`config.mk`:
```
export PLATFORM = sky130hd
export DESIGN_NAME = codificador_teclado_debounce
export DESIGN_NICKNAME = d
export VERILOG_FILES = /design/src/rtl/codificador_pkg.sv /design/src/rtl/codificador_priori_n.sv /design/src/rtl/codificador_teclado_debounce.sv
export SDC_FILE = /design/constraint.sdc
export NUM_CORES = 1
export LEC_CHECK = 0
export BUFFER_PORTS_ARGS = -buffer_cell sky130_fd_sc_hd__buf_2
export CAP_MARGIN = 10
export CORE_AREA = 3 3 70 72
export DETAILED_ROUTE_END_ITERATION = 7
export DIE_AREA = 0 0 73 75
export SYNTH_ARGS = -nofsm -noshare
export SYNTH_HDL_FRONTEND = slang
export SYNTH_SLANG_ARGS = --single-unit
export TNS_END_PERCENT = 1
```
`constraint.sdc`:
```
create_clock -name clock -period 2.8 [get_ports clock]
set_clock_uncertainty 0.1 [all_clocks]
set_input_delay 0.14 -clock clock [delete_from_list [all_inputs] [get_ports clock]]
set_output_delay 0.14 -clock clock [all_outputs]
set_load 0.01 [all_outputs]
```
`src/rtl/codificador_pkg.sv`:
```
// codificador_pkg: shared FSM state type and default sizing for the debounced keypad encoder.
package codificador_pkg;
  typedef enum logic [1:0] {IDLE, DEBOUNCE, HELD, RELEASE} state_t;
  localparam int DEF_N_KEYS = 10;
  localparam int DEF_CODE_W = 4;
  localparam int DEF_DEBOUNCE_CYCLES = 4;
  localparam int DEF_REPEAT_CYCLES = 8;
endpackage

```
`src/rtl/codificador_priori_n.sv`:
```
// codificador_priori_n: combinational priority encoder, highest asserted index wins.
module codificador_priori_n #(
  parameter int N_KEYS = 10,
  parameter int CODE_W = 4
) (
  input  logic [N_KEYS-1:0] keys,
  output logic [CODE_W-1:0] code,
  output logic              any
);
  always_comb begin
    code = '0;
    for (int i = 0; i < N_KEYS; i++) code = keys[i] ? CODE_W'(i) : code;
  end
  assign any = |keys;
endmodule

```
`src/rtl/codificador_teclado_debounce.sv`:
```
// codificador_teclado_debounce: synchronized, debounced keypad priority encoder with one pulse per press.
// Defining CODIFICADOR_REPEAT_EN adds auto-repeat pulses every REPEAT_CYCLES edges while a key is held.
module codificador_teclado_debounce
  import codificador_pkg::*;
#(
  parameter int N_KEYS          = DEF_N_KEYS,
  parameter int CODE_W          = DEF_CODE_W,
  parameter int DEBOUNCE_CYCLES = DEF_DEBOUNCE_CYCLES,
  parameter int REPEAT_CYCLES   = DEF_REPEAT_CYCLES
) (
  input  logic              clock,
  input  logic              resetn,
  input  logic [N_KEYS-1:0] teclado,
  input  logic              enablen,
  output logic [CODE_W-1:0] BCD,
  output logic              dado_valido,
  output logic              tecla_presa
);
  localparam int CNT_W = $clog2(DEBOUNCE_CYCLES + 1);
  localparam logic [CNT_W-1:0] CNT_MAX = CNT_W'(DEBOUNCE_CYCLES);
  localparam logic [CNT_W-1:0] CNT_ONE = CNT_W'(1);
  if (N_KEYS < 2 || N_KEYS > 16) begin : g_bad_keys
    $error("N_KEYS must be in 2..16");
  end
  if ((1 << CODE_W) < N_KEYS) begin : g_bad_code
    $error("CODE_W too narrow for N_KEYS");
  end
  if (DEBOUNCE_CYCLES < 1) begin : g_bad_deb
    $error("DEBOUNCE_CYCLES must be at least 1");
  end
  if (REPEAT_CYCLES < 1) begin : g_bad_rep
    $error("REPEAT_CYCLES must be at least 1");
  end
  logic [N_KEYS-1:0] sync1, s;
  logic [CODE_W-1:0] code, cand, cand_d, bcd_d;
  logic              any, pulse_d;
  logic [CNT_W-1:0]  cnt, cnt_d;
  state_t            state, state_d;
`ifdef CODIFICADOR_REPEAT_EN
  localparam int REP_W = $clog2(REPEAT_CYCLES + 1);
  localparam logic [REP_W-1:0] REP_MAX = REP_W'(REPEAT_CYCLES - 1);
  logic [REP_W-1:0] rep, rep_d;
  always_ff @(posedge clock or negedge resetn)
    if (!resetn) rep <= '0;
    else rep <= rep_d;
`endif
  always_ff @(posedge clock or negedge resetn)
    if (!resetn) begin
      sync1 <= '0;
      s     <= '0;
    end else begin
      sync1 <= teclado;
      s     <= sync1;
    end
  codificador_priori_n #(.N_KEYS(N_KEYS), .CODE_W(CODE_W)) u_priori (
    .keys(s),
    .code(code),
    .any (any)
  );
  always_ff @(posedge clock or negedge resetn)
    if (!resetn) begin
      state       <= IDLE;
      cnt         <= '0;
      cand        <= '0;
      BCD         <= '0;
      dado_valido <= 1'b0;
    end else begin
      state       <= state_d;
      cnt         <= cnt_d;
      cand        <= cand_d;
      BCD         <= bcd_d;
      dado_valido <= pulse_d;
    end
  // cnt never exceeds DEBOUNCE_CYCLES: every branch that reaches it leaves the counting state
  always_comb begin
    state_d = state;
    cnt_d   = cnt;
    cand_d  = cand;
    bcd_d   = BCD;
    pulse_d = 1'b0;
`ifdef CODIFICADOR_REPEAT_EN
    rep_d   = '0;
`endif
    if (enablen) begin
      state_d = IDLE;
      cnt_d   = '0;
    end else begin
      case (state)
        IDLE: if (any) begin
          state_d = DEBOUNCE;
          cand_d  = code;
          cnt_d   = CNT_ONE;
        end
        DEBOUNCE: if (!any) begin
          state_d = IDLE;
          cnt_d   = '0;
        end else if (code != cand) begin
          cand_d = code;
          cnt_d  = CNT_ONE;
        end else if (cnt == CNT_MAX) begin
          state_d = HELD;
          cnt_d   = '0;
          bcd_d   = cand;
          pulse_d = 1'b1;
        end else cnt_d = cnt + 1'b1;
        HELD: if (!any) begin
          state_d = RELEASE;
          cnt_d   = CNT_ONE;
        end
`ifdef CODIFICADOR_REPEAT_EN
        else if (code != cand) cand_d = code;
        else if (rep == REP_MAX) begin
          bcd_d   = cand;
          pulse_d = 1'b1;
        end else rep_d = rep + 1'b1;
`endif
        RELEASE: if (any) begin
          state_d = HELD;
          cnt_d   = '0;
          cand_d  = code;
        end else if (cnt == CNT_MAX) begin
          state_d = IDLE;
          cnt_d   = '0;
        end else cnt_d = cnt + 1'b1;
        default: state_d = IDLE;
      endcase
    end
  end
  assign tecla_presa = (state == HELD) || (state == RELEASE);
endmodule

```
Word-level counts from Yosys, hierarchy flattened
Cells that the tools add are included.

operators by class
  shifts and indexed selects = 0
  reductions and logical operators = 9
  bitwise logic cells = 2
  add/subtract/negate cells = 1
  equality and inequality tests = 13
  muxes and demuxes = 35
  div/mod/pow operators = 0
  $lt $le $gt $ge = 0
  $mul = 0

operator list
  cell                                           number
  two-way mux 4 bit                              11
  two-way mux 3 bit                              7
  two-way mux 2 bit                              8
  AND reduction 5 bit                            3
  != test 4 bit, second input constant           3
  one-hot mux 3 bit (4 select lines)             1
  OR reduction 10 bit                            1
  one-hot mux 2 bit (4 select lines)             1
  one-hot mux 4 bit (2 select lines)             1
  two-way mux 1 bit                              6
  != test 3 bit, second input constant           2
  == test 2 bit, second input constant           2
  != test 2 bit, second input constant           2
  != test 4 bit                                  1
  adder 3 x 1 -> 3 bit, second input constant    1
  == test 3 bit, second input constant           1
  == test 2 x 1 -> 1 bit, second input constant  1
  logical NOT 2 bit                              1
  != test 2 x 1 -> 1 bit, second input constant  1
  inverter 1 bit                                 2
  AND reduction 2 bit                            1
  nonzero test 2 bit                             1
  OR reduction 2 bit                             1
  logical OR 1 bit                               1

storage, ports and cells
  bits of input ports = 13
  memory bits (read-only) = 0
  bits in writable memories = 0
  word-level logic and storage cells = 67
  memories kept = 0
  output and inout bits = 6
  bits in latches = 0
  register bits = 34

Logic depth before layout (Yosys ltp)
  depth in word-level cells = 14
  gate-level depth with buffers = 8

Modules after synthesis
A second synthesis with hierarchy kept.

second synthesis, totals
  cell total of the unflattened synthesis = 105
  area, all modules = 1392.6 um2

by module, submodules not included
  module                        area an instance (um2)  times used  cells each  seq. area each (um2)
  codificador_teclado_debounce  1296.2                  1           90          850.8
  codificador_priori_n          96.3                    1           15          0.0

Worst setup path after synthesis
Ideal clock, no wire load.

  kind = register to register
  from = reg s[6]
  to = reg BCD[0]
  cell stages (with the launch flop) = 7
  library setup time = 125 ps
  path slack = 580 ps
  arrival = 1996 ps
  cell sequence = dfrtp_1 nor4_4 xor2_1 a21oi_1 or3_4 nor4_4 mux2_2

between the ends
  longest elaborated chain between the ends = 7

ends and longest elaborated chain
  element                                   RTL line                            text
  from (decl)                               codificador_teclado_debounce.sv:34  logic [N_KEYS-1:0] sync1, s;
  from (signal assigned)                    codificador_teclado_debounce.sv:53  s <= sync1;
  two-way mux 4 bit (4 in a row)            codificador_priori_n.sv:12          for (int i = 0; i < N_KEYS; i++) code = keys[i] ? CODE_W'(i) : code;
  != test 4 bit                             codificador_teclado_debounce.sv:97  end else if (code != cand) begin
  inverter 1 bit (no source line)           -
  AND reduction 5 bit (no source line) (*)  -
  to (signal assigned)                      codificador_teclado_debounce.sv:65  BCD <= '0;
  to (signal assigned)                      codificador_teclado_debounce.sv:71  BCD <= bcd_d;
  to (decl)                                 codificador_teclado_debounce.sv:15  output logic [CODE_W-1:0] BCD,

Every way passes the cells marked *; elsewhere a longest branch is shown, timed or not.
A chain may end at the register's enable or synchronous reset.

Final worst setup path
  from = reg s[4]
  to = reg BCD[1]

between the ends
  longest elaborated chain between the ends = 9

ends and longest elaborated chain
  element                                   RTL line
  two-way mux 4 bit (6 in a row)            codificador_priori_n.sv:12
  != test 4 bit                             codificador_teclado_debounce.sv:97
  inverter 1 bit (no source line)           -
  AND reduction 5 bit (no source line) (*)  -

Marks and branches as above.

==> impl_metrics.yaml <==
flow_run:
  maxCapViolCount: 0
sta:
  worstMarginPinSlew_ns: 0.729
  hold_viol_final: 0
  post-route-period-util_pct: 84.5
  rsz0062_at_grt: "no"
  min_period_ns: 2.37
  slew_headroom_pct: 51.4
  setup_viol: 0
  layout_setup_ws_ns: 0.433
  setup_tns_ns: 0
  clock.fmax_ghz: 0.422
  slew_violations: 0
die:
  rows: 24
  die_area_mm2: 0.00548
  initial_core_util_pct: 34.5
  core_mm2: 0.00435
  chipHeight_um: 75
  num_io_pins: 19
  die_x_um: 73
setup_path:
  regToRegSetupSlack_ns: 0.43
  cp_cell_sequence: "nor2b_1 -> a211oi_1 -> o211ai_1 -> or3_4 -> nor4_4 -> mux2_2"
  cp_slowest_cell: "or3_4"
  critPathRequiredTime_ns: 2.87
  cp-start-kind: "flop"
  crit_path_max_incr_delay_ns: 0.45
  reg2reg_from: "s[4]"
  arrival_ns: 2.44
  reg2reg_depth: 6
  critPathMaxFanout: 5
  crit_type: "flop to flop"
  endpoint_kind: "flop"
  rr_endpoint: "BCD[1]"
final_layout:
  layout-drive-gt1-share_pct: 24.7
  num-fill-cells: 403
  utilization_pct: 42.7
  diodes: 0
  nNetsFinal: 180
  area_delta_synth_final_pct: 23.7
power_and_ir_drop:
  fin_total_pwr_mw: 1.38
  p_leak_nw: 0.852
  p_seq_share_pct: 44.7
  internal_power_mw: 0.923
  ir_worst_vdd_mv: 0.356
  switching_share_pct: 33.3
  pwr_density_cell_mw_per_mm2: 745
  p_sw_mw: 0.461
  pwr-share-clk_pct: 27.1
  combPwrFrac_pct: 28.2
hold_path:
  min_from: "enablen"
  hold_depth: 2
  hold-path-endpoint: "state[1]"
  hold_path_class: "primary input to flop"
grt:
  antenna_found_initial: 0
  grt_pass1_wl_mm: 4.86
  grt_start_max_net_pins: 35
  grt_usage_pct: 11.7
  grt_pass1_vias: 1092
  overflow: 0
synth:
  yosys_warnings: 0
  synth-seq-cells: 34
  ys_seq_area_share_pct: 56.6
  syn_nets: 145
  synth_edf_count: 0
  synth_cells: 126
  post-synth-top-area-cell: "dfrtp_1"
  synth_area_per_cell_um2: 11.9
  netlist_top_cells_area: "dfrtp_1, ha_1, mux2_2"
  async_flop_share_pct: 100
  netlist_area_mm2: 0.00150
  yosys_most_used_dff: "dfrtp_1"
  ys_types: 37
  synth_top_area_share_pct: 56.6
routing:
  drc_errors: 0
  wire_per_inst_um: 13.2
  drtPass1Iterations: 4
  postRouteAntennaNets: 0
  num_vias: 1077
  viasPerCell: 5.03
  drtIter0Drc: 41
  drt-total-wl_mm: 2.83
clock_network:
  cts_tree: "built"
  clock_latency_ns: 0.29
  cts_buffers: 5
  cts-htree-levels: 2
  clock_sinks: 34
  cts_buffer_depth: 2
  post_cts_resized: 0
  cts_hold_buf: 11
  cts_setup_buffers: 0
  root_buffer: "clkbuf_8"
  cts.reportedPaths.clkPinSlew_ns: 0.08
placed_design:
  hpwl_mm: 2.00
  place_ws_ns: 0.424
  gp_congestion: 0.866
  port_buffers: 18
status:
  outcome: "completed"
==> critical path, delay by kind of cell, from the launching register on <==
kind             cells  cell delay (ns)
multiplexers         1             0.38
AO/OA/AOI/OAI        2             0.47
flip-flops           1             0.42
AND/OR/NAND/NOR      3             0.89
==> sequential cells by signal, indices dropped and copies added, names as in the netlist <==
register     count
BCD              4
cand             4
sync1           10
s               10
dado_valido      1
state            2
cnt              3
==> through the flow <==
| stage | std cells | instance area, um^2 | hold WS, ns |
|---|---|---|---|
| 5_1_grt | 214 | 1860 | 0.0556 |
| 2_1_floorplan | 126 | 1500 | -0.256 |
| 4_1_cts | 214 | 1860 | 0.0351 |
| 3_3_place_gp | 195 | 1650 | 0.124 |
| 6_report | 214 | 1860 | 0.0394 |
| 3_5_place_dp | 195 | 1650 | 0.146 |
==> cell families (layout without fill, tap and decap cells) <==
logic type | count (synthesis) | after routing | share of synthesized area [%]
simple gates | 38 | 38 | 15.3
mux | 9 | 9 | 6.49
compound gates | 29 | 29 | 13.7
fa+ha+maj | 6 | 6 | 5.00
xor+xnor | 1 | 1 | 0.583
flops | 34 | 34 | 56.6
buf+inv | 9 | 45 | 2.25
==> worst max path at each step <==
| stage | cells past startpoint | endpoint | from |
|---|---|---|---|
| 5_1_grt | 6 | BCD[0] | s[4] |
| 3_5_place_dp | 6 | BCD[3] | s[4] |
| 2_1_floorplan | 6 | BCD[0] | s[6] |
| 6_report | 6 | BCD[1] | s[4] |
| 4_1_cts | 6 | BCD[1] | s[4] |
| 3_3_place_gp | 6 | BCD[0] | s[6] |
==> Yosys cell counts (2+ instances only) <==
cell type,number
nand2b_1,2
nand2_1,7
dfrtp_1,34
a21oi_1,6
mux2i_1,3
or2_2,3
nor3_1,2
inv_1,8
o31ai_1,2
a31oi_1,2
o21ai_0,6
nor2b_1,2
nor4_4,2
nor2_1,12
o21bai_1,2
a211oi_1,2
ha_1,6
mux2_2,6
==> power by group through the flow <==
| stage | Combinational (mW) | Sequential, mW | Clock (mW) |
|---|---|---|---|
| floorplan | 0.296 | 0.604 | 0 |
| global placement | 0.369 | 0.620 | 0 |
| detailed placement | 0.380 | 0.626 | 0 |
| CTS | 0.394 | 0.617 | 0.390 |
| global route | 0.444 | 0.628 | 0.414 |
| finish | 0.390 | 0.618 | 0.376 |
==> area by class of cell <==
cell class              instances  area, um^2  share of cell area (%)
clock buffers                   6        82.6                    4.44
flip-flops and latches         34         851                    45.8
repair buffers                 29         200                    10.8
inverters                       8        30.0                    1.62
well taps                      52        65.1                    3.50
multi-input cells              83         618                    33.2
clock inverters                 2        12.5                   0.673
==> layer usage <==
layer  wire length, um  vias up  track usage, %
li1                  -      525               -
met1              1230      521            13.5
met2              1410       25            19.6
met5                 0        -               0
met3               149        6            4.01
met4                43        0            5.53
==> layout by cell type (no fill, tap or decap), drive strengths merged <==
cell / instances
mux2i: 3
ha: 6
nor2: 12
or3b: 1
a211oi: 2
dfrtp: 34
o21bai: 2
dlygate4sd3: 11
clkinv: 1
a21oi: 6
mux2: 6
o31ai: 2
o311a: 1
a32o: 1
xor2: 1
nand4: 1
a41oi: 1
or2: 3
nor3b: 1
or3: 2
clkbuf: 6
o21ai: 6
inv: 8
and4: 1
clkinvlp: 1
nand2: 7
a2111o: 1
o41ai: 1
o211a: 1
a31oi: 2
nor2b: 2
nand3b: 1
nor3: 2
nor4: 3
buf: 18
nand2b: 2
a41o: 1
o211ai: 2
(Power assumes the default switching activity.)
